[config.mk]
export PLATFORM = sky130hd
export DESIGN_NAME = dmi_regbus_bridge
export DESIGN_NICKNAME = d
export VERILOG_FILES = /design/src/rtl/dmi_regbus_bridge.sv
export SDC_FILE = /design/constraint.sdc
export NUM_CORES = 1
export LEC_CHECK = 0
export BUFFER_PORTS_ARGS = -buffer_cell sky130_fd_sc_hd__buf_2
export CORE_UTILIZATION = 45
export DETAILED_ROUTE_END_ITERATION = 10
export PLACE_DENSITY = 0.83
export SLEW_MARGIN = 20
export SYNTH_ARGS = -nofsm -noshare
export SYNTH_HDL_FRONTEND = slang
export SYNTH_SLANG_ARGS = --single-unit
[constraint.sdc]
create_clock -name clk_i -period 2.72 [get_ports clk_i]
set_clock_uncertainty 0.2 [all_clocks]
set_input_delay 0.272 -clock clk_i [delete_from_list [all_inputs] [get_ports clk_i]]
set_output_delay 0.272 -clock clk_i [all_outputs]
set_load 0.02 [all_outputs]
[src/rtl/dmi_regbus_bridge.sv]
// dmi_regbus_bridge
//   Core-side DMI endpoint. Takes one DMI request at a time from the CDC FIFO
//   read side, performs a single transfer on a req/gnt/rvalid register bus and
//   returns exactly one DMI response per request. Bus errors and the reserved
//   op map to resp=2 (failed). With DMI_BRIDGE_TIMEOUT_EN defined, a transfer
//   that does not complete within TimeoutCycles of entering REQ is aborted with
//   resp=2.
//
// Ports
//   clk_i, rst_i                 clock, asynchronous active-high reset
//   dmi_req_i/_valid_i/_ready_o  request {addr, op, data}; ready = idle
//   dmi_resp_o/_valid_o/_ready_i response {data, resp}
//   reg_req_o/_we_o/_addr_o/_wdata_o   bus request side, held until reg_gnt_i
//   reg_gnt_i/_rvalid_i/_rdata_i/_err_i bus grant and completion
//   busy_o                       high whenever the bridge is not idle
//
// Optional feature macro: DMI_BRIDGE_TIMEOUT_EN (bus timeout abort).
module dmi_regbus_bridge #(
  parameter int unsigned AddrWidth     = 7,
  parameter int unsigned DataWidth     = 32,
  parameter int unsigned TimeoutCycles = 255
) (
  input  logic                           clk_i,
  input  logic                           rst_i,
  input  logic [AddrWidth+DataWidth+1:0] dmi_req_i,
  input  logic                           dmi_req_valid_i,
  output logic                           dmi_req_ready_o,
  output logic [DataWidth+1:0]           dmi_resp_o,
  output logic                           dmi_resp_valid_o,
  input  logic                           dmi_resp_ready_i,
  output logic                           reg_req_o,
  output logic                           reg_we_o,
  output logic [AddrWidth-1:0]           reg_addr_o,
  output logic [DataWidth-1:0]           reg_wdata_o,
  input  logic                           reg_gnt_i,
  input  logic                           reg_rvalid_i,
  input  logic [DataWidth-1:0]           reg_rdata_i,
  input  logic                           reg_err_i,
  output logic                           busy_o
);

  localparam logic [1:0] OP_NOP   = 2'd0;
  localparam logic [1:0] OP_READ  = 2'd1;
  localparam logic [1:0] OP_WRITE = 2'd2;
  localparam logic [1:0] RESP_OK  = 2'd0;
  localparam logic [1:0] RESP_ERR = 2'd2;

  typedef struct packed {
    logic [AddrWidth-1:0] addr;
    logic [1:0]           op;
    logic [DataWidth-1:0] data;
  } req_t;

  typedef struct packed {
    logic [DataWidth-1:0] data;
    logic [1:0]           resp;
  } resp_t;

  typedef enum logic [1:0] {IDLE, REQ, WAIT, RESP} state_e;

  state_e state_q, state_d;
  req_t   req;
  resp_t  resp_q, resp_d;
  logic   resp_load;
  logic   accept;
  logic   expire;

  assign req             = req_t'(dmi_req_i);
  assign dmi_req_ready_o = (state_q == IDLE);
  assign dmi_resp_o      = resp_q;

`ifdef DMI_BRIDGE_TIMEOUT_EN
  // Counter is held at zero outside REQ/WAIT, so it is zero in the first REQ
  // cycle and expiry lands TimeoutCycles cycles after REQ entry.
  localparam int unsigned CntW = $clog2(TimeoutCycles);
  logic [CntW-1:0] cnt_q;

  always_ff @(posedge clk_i or posedge rst_i) begin
    if (rst_i) cnt_q <= '0;
    else if (state_q == REQ || state_q == WAIT) cnt_q <= cnt_q + CntW'(1);
    else cnt_q <= '0;
  end

  assign expire = (state_q == REQ || state_q == WAIT) &&
                  (cnt_q == CntW'(TimeoutCycles - 1));
`else
  logic unused_timeout;
  assign unused_timeout = (TimeoutCycles != 0);
  assign expire         = 1'b0;
`endif

  always_comb begin
    state_d   = state_q;
    resp_d    = '0;
    resp_load = 1'b0;
    accept    = 1'b0;
    unique case (state_q)
      IDLE: begin
        if (dmi_req_valid_i) begin
          accept = 1'b1;
          if (req.op == OP_READ || req.op == OP_WRITE) begin
            state_d = REQ;
          end else begin
            // NOP succeeds, reserved op fails; neither touches the bus.
            state_d   = RESP;
            resp_load = 1'b1;
            resp_d    = '{data: '0, resp: (req.op == OP_NOP) ? RESP_OK : RESP_ERR};
          end
        end
      end
      REQ: begin
        // Zero-wait slave completes in the grant cycle; completion beats expiry.
        if (reg_gnt_i && reg_rvalid_i) begin
          state_d   = RESP;
          resp_load = 1'b1;
          resp_d    = '{data: (!reg_we_o && !reg_err_i) ? reg_rdata_i : '0,
                        resp: reg_err_i ? RESP_ERR : RESP_OK};
        end else if (expire) begin
          state_d   = RESP;
          resp_load = 1'b1;
          resp_d    = '{data: '0, resp: RESP_ERR};
        end else if (reg_gnt_i) begin
          state_d = WAIT;
        end
      end
      WAIT: begin
        if (reg_rvalid_i) begin
          state_d   = RESP;
          resp_load = 1'b1;
          resp_d    = '{data: (!reg_we_o && !reg_err_i) ? reg_rdata_i : '0,
                        resp: reg_err_i ? RESP_ERR : RESP_OK};
        end else if (expire) begin
          state_d   = RESP;
          resp_load = 1'b1;
          resp_d    = '{data: '0, resp: RESP_ERR};
        end
      end
      RESP: begin
        if (dmi_resp_ready_i) state_d = IDLE;
      end
      default: state_d = IDLE;
    endcase
  end

  always_ff @(posedge clk_i or posedge rst_i) begin
    if (rst_i) state_q <= IDLE;
    else       state_q <= state_d;
  end

  // Handshake-style outputs are registered copies of the next state, so they
  // line up with the state they describe without any combinational path.
  always_ff @(posedge clk_i or posedge rst_i) begin
    if (rst_i) begin
      reg_req_o        <= 1'b0;
      dmi_resp_valid_o <= 1'b0;
      busy_o           <= 1'b0;
    end else begin
      reg_req_o        <= (state_d == REQ);
      dmi_resp_valid_o <= (state_d == RESP);
      busy_o           <= (state_d != IDLE);
    end
  end

  always_ff @(posedge clk_i or posedge rst_i) begin
    if (rst_i) begin
      reg_we_o    <= 1'b0;
      reg_addr_o  <= '0;
      reg_wdata_o <= '0;
    end else if (accept) begin
      reg_we_o    <= (req.op == OP_WRITE);
      reg_addr_o  <= req.addr;
      reg_wdata_o <= (req.op == OP_WRITE) ? req.data : '0;
    end
  end

  always_ff @(posedge clk_i or posedge rst_i) begin
    if (rst_i)          resp_q <= '0;
    else if (resp_load) resp_q <= resp_d;
  end

endmodule

Word level (Yosys, flattened, before mapping)
Index checks and enable logic that the tools add are counted.

word-level totals
  bits in registers = 79
  input bits = 80
  output and inout port bits = 78
  word-level logic and storage cells = 47

cells by class
  equal/unequal tests = 7
  multiplexer cells = 23
  reductions and logical operators = 8

operator list
  cell                                            number
  one-hot mux 34 bit (3 select lines)             1
  two-way mux 34 bit                              2
  two-way mux 32 bit                              2
  two-way mux 2 bit                               10
  == test 2 bit (second input constant)           4
  one-hot mux 2 bit (4 select lines)              1
  == test 2 x 1 -> 1 bit (second input constant)  3
  two-way mux 1 bit                               6
  logical NOT 2 bit                               2
  one-hot mux 1 bit (3 select lines)              1
  logical AND 1 bit                               2
  logical NOT 1 bit                               2
  nonzero test 2 bit                              1
  logical OR 1 bit                                1

Longest topological paths before layout
  depth in word-level cells = 6
  gate-level depth with buffers = 7
  depth with buffers taken out = 6

Worst setup path before layout
No wires, ideal clock.

  path type = register -> register
  start = reg state_q[0]
  end = reg reg_addr_o[0]
  library setup time = 0.125 ns
  arrival time = 1.412 ns
  data required time = 2.395 ns
  setup slack = 0.984 ns
  cell stages (with the launch flop) = 6
  buffers on the path = 2
  period minus slack after synthesis = 1.736 ns
  cells stage by stage = dfrtp_1 -> buf_2 -> nor2_2 -> nand2_2 -> buf_2 -> mux2_2

between the ends
  word-level cells in the longest chain between the ends = 2

RTL lines
  item                       RTL line  source
  start: declaration         61        state_e state_q, state_d;
  start signal: assignment   147       else state_q <= state_d;
  logical NOT 2 bit          --
  named net dmi_req_ready_o  27        output logic dmi_req_ready_o,
  two-way mux 1 bit          97        unique case (state_q)
  end signal: assignment     171       reg_addr_o <= req.addr;
  end: declaration           33        output logic [AddrWidth-1:0] reg_addr_o,

The timed path passes the listed nets, and every way through them passes these cells.
A chain may end at the register's enable or synchronous reset.

Worst setup path in the final report
  start = reg state_q[0]
  end = reg resp_q, in the netlist dmi_resp_o[1]

between the ends
  word-level cells in the longest chain between the ends = 2
  elaborated cells on any way between the ends = 5
  classes of those cells = eq/ne (2); mux (2); reduce/logical (1)

RTL lines
  item                                                                                              RTL line  source
  == test 2 bit (tied with other cells)                                                             97
  one-hot mux 34 bit (3 select lines) / one-hot mux 1 bit (3 select lines) (equally long branches)  97
  end signal: assignment                                                                            178       else if (resp_load) resp_q <= resp_d;
  end: declaration                                                                                  63        resp_t resp_q, resp_d;

Parallel ways exist; a longest one is shown, timed or not.

==> impl_metrics.ini <==
[route]
drc = 15
first_iter_violations = 169
vias = 2911
routedWlPerCell_um = 16.0
viasPerCell = 5.05
totalWireLength_um = 9230
drtAntennaViolNets = 0
dr.pass1.iters = 9

[timing]
slew-limit-headroom_pct = 55.6
post-route-min-period_ns = 2.10
finalMaxSlewViolations = 0
timing.fmax_mhz = 477
tightestPinTransition_ns = 0.665
fin_crit_sh_pct = 77.1
final.setup.tns_ns = 0
rsz0062_at_grt = false
hold_viol = 0
setup-violations-final = 0

[yosys]
ys_top_cells_by_area = dfrtp_1 63%, a22o_1 9.1%, nand2_1 8.2%
yosysTopAreaCell = dfrtp_1
yosysUniqueCellTypes = 28
synth_xor_area_share_pct = 0
synth-simple-area-share_pct = 10.9
ys_top_cells_by_count = 78 x dfrtp_1, 67 x nand2_1, 34 x o21ai_0
synth_area_sq_mm = 0.00309
syn-num-nets = 350
ys_seq_area_share_pct = 63.3
yosysTopAreaCellShare_pct = 63.3
async_flop_share_pct = 100
synth_compound_area_share_pct = 16.8
syn_area_per_cell_sq_um = 11.5
synthAdderAreaFrac_pct = 0.811
synthFlopType = dfrtp_1
synth_edf_count = 0
ys_ff_latch = 78
synth_most_common_cell = dfrtp_1
synth_top_family_by_area = compound AO/OA/AOI/OAI gates
syn_inst = 268
ys_warn_count = 0
synthMuxAreaShare_pct = 2.92

[clock_network]
cts_buffers = 9
root_buffer = clkbuf_8
clk_pin_slew_worst_paths_ns = 0.07
cts_tree = done
cts_buffer_depth = 2
clock_latency_ns = 0.34
clock-sinks = 78
cts-resized-gates = 0
cts_max_level = 3

[final_layout]
final_nets = 576
antenna_cells = 0
final_util_pct = 74.8
syn2layout_area_growth_pct = 57.5
layout-drive-gt1-share_pct = 38.5

[placed_design]
dpl.hpwl_um = 5050
place_congestion = 0.841
port_buffers = 156

[pwr]
p_leak_nw = 2.57
power_density_mw_per_mm2 = 1090
peakVddDrop_uv = 575

[global_route]
grt_max_degree = 42
grt.met2_usage_pct = 47.3
grt_overflow = 0
grt_pass1_vias = 2953
top_usage_layer = met2
track_usage_pct = 26.6
use_met3_pct = 8.46
grt_pass1_wl_um = 14700
antenna_found_initial = 0
use_met1_pct = 31.0

[floorplan]
die_h_um = 84.8
die_x_um = 84.8
row_count = 29
core_area_sq_mm = 0.00649
ioPinCount = 158
initial_utilization_pct = 47.5
die-area_sq_mm = 0.00719

[min_path]
min_to = reg_wdata_o[9]$_DFFE_PP0P_
holdPathStages = 3
hp-class = in2reg
min_from = dmi_req_i[9]

[worst_setup_path]
worstSetupPathType = reg2reg
crit_fanout = 8
rr_worst_depth = 5
reg2reg_from = state_q[0]$_DFF_PP0_
crit_cells = 5
rrSetupSlack_ns = 0.62
worstPathArrival_ns = 2.11
r2r-end = dmi_resp_o[1]$_DFFE_PP0P_
critPathSlowestCell = dlygate4sd3_1
critPathTopFamily = buffers and inverters
worstPathRequired_ns = 2.74
critPathLaunchType = register
path_cells = nor2_2, and3_1, a221oi_1, a31oi_1, dlygate4sd3_1
crit_buf_inv = 1
endpoint_kind = register
cpPeakStageDelay_ns = 0.57

[flow_run]
drv_cap = 0

[status]
outcome = finished with violations
violations = design-rule violations
-- cell usage in the layout, fill, tap and decap left out, types with 3 or more instances in the layout --
| master | Yosys | final |
|---|---|---|
| a22o_1 | 32 | 32 |
| dfrtp_1 | 78 | 78 |
| mux2_2 | 8 | 8 |
| clkbuf_8 | 0 | 12 |
| nand2_1 | 67 | 67 |
| buf_2 | 2 | 156 |
| dlygate4sd3_1 | 0 | 73 |
| buf_4 | 1 | 5 |
| inv_1 | 7 | 6 |
| nor2_1 | 3 | 3 |
| o21ai_0 | 34 | 34 |
-- routing by layer --
| layer | part of all wire, % | wire, um | vias to the layer above |
|---|---|---|---|
| li1 | - | - | 1365 |
| met1 | 39 | 3560 | 1373 |
| met2 | 51 | 4740 | 154 |
| met3 | 8.0 | 735 | 19 |
| met4 | 2.0 | 188 | 0 |
| met5 | 0 | 0 | - |
-- repair_timing --
item,in CTS,in global routing
hold buffers,73,0
buffers inserted,0,0
hold endpoints to repair,108,0
-- area by class of cell --
class	instances	area (sq um)
timing repair buffer	235	1570
tap	77	96.3
clock inverter	3	65.1
multi-input combinational	163	980
sequential	78	1950
fill	422	1640
inverter	7	27.5
clock buffer	13	169
-- worst register-to-register path, stage by stage (launching register included) --
cell and delay, ns:
dfrtp_1 0.54, nor2_2 0.11, and3_1 0.21, a221oi_1 0.27
a31oi_1 0.07, dlygate4sd3_1 0.57
-- how the worst max path moves through the flow --
stage | start | to | slack, ns
2_1_floorplan | rst_i | busy_o$_DFF_PP0_ | 0.25
3_3_place_gp | state_q[0]$_DFF_PP0_ | reg_addr_o[4]$_DFFE_PP0P_ | 0.86
3_5_place_dp | dmi_req_i[32] | dmi_resp_o[16]$_DFFE_PP0P_ | 0.79
4_1_cts | state_q[0]$_DFF_PP0_ | dmi_resp_o[1]$_DFFE_PP0P_ | 0.65
5_1_grt | state_q[0]$_DFF_PP0_ | dmi_resp_o[1]$_DFFE_PP0P_ | 0.53
6_report | state_q[0]$_DFF_PP0_ | dmi_resp_o[1]$_DFFE_PP0P_ | 0.62
-- through the flow --
stage               hold WS, ns  std cells  cell area, sq um  power [mW]  worst slack, ns
finish                   0.0112        576              4860        5.28            0.623
global route            0.00803        576              4860        5.57            0.527
CTS                      0.0134        576              4860        5.24            0.645
detailed placement        0.199        487              3890        4.15            0.795
global placement          0.180        487              3890        4.08            0.859
floorplan                 0.182        268              3090        3.42            0.253
-- cells by family (layout without fill, tap and decap cells) --
logic type                 Yosys count  after routing
other                                1              1
muxes                                8              8
and+or+nand+nor                     77             77
DFF                                 78             78
buffers and inverters               27            258
AOI/OAI and AO/OA                   75             75
adders and majority gates            2              2
-- power breakdown --
| group | switching [mW] | total, mW | internal, mW |
|---|---|---|---|
| clock | 0.398 | 0.989 | 0.591 |
| combinational | 1.39 | 2.26 | 0.870 |
| sequential | 0.334 | 2.03 | 1.70 |
-- flip-flops by register name (all words and copies together) (netlist names) --
| signal | flops |
|---|---|
| reg_we_o | 1 |
| reg_addr_o | 7 |
| dmi_resp_o | 33 |
| reg_req_o | 1 |
| state_q | 2 |
| busy_o | 1 |
| dmi_resp_valid_o | 1 |
| reg_wdata_o | 32 |
Note: power is estimated with default switching activity, not from simulation.
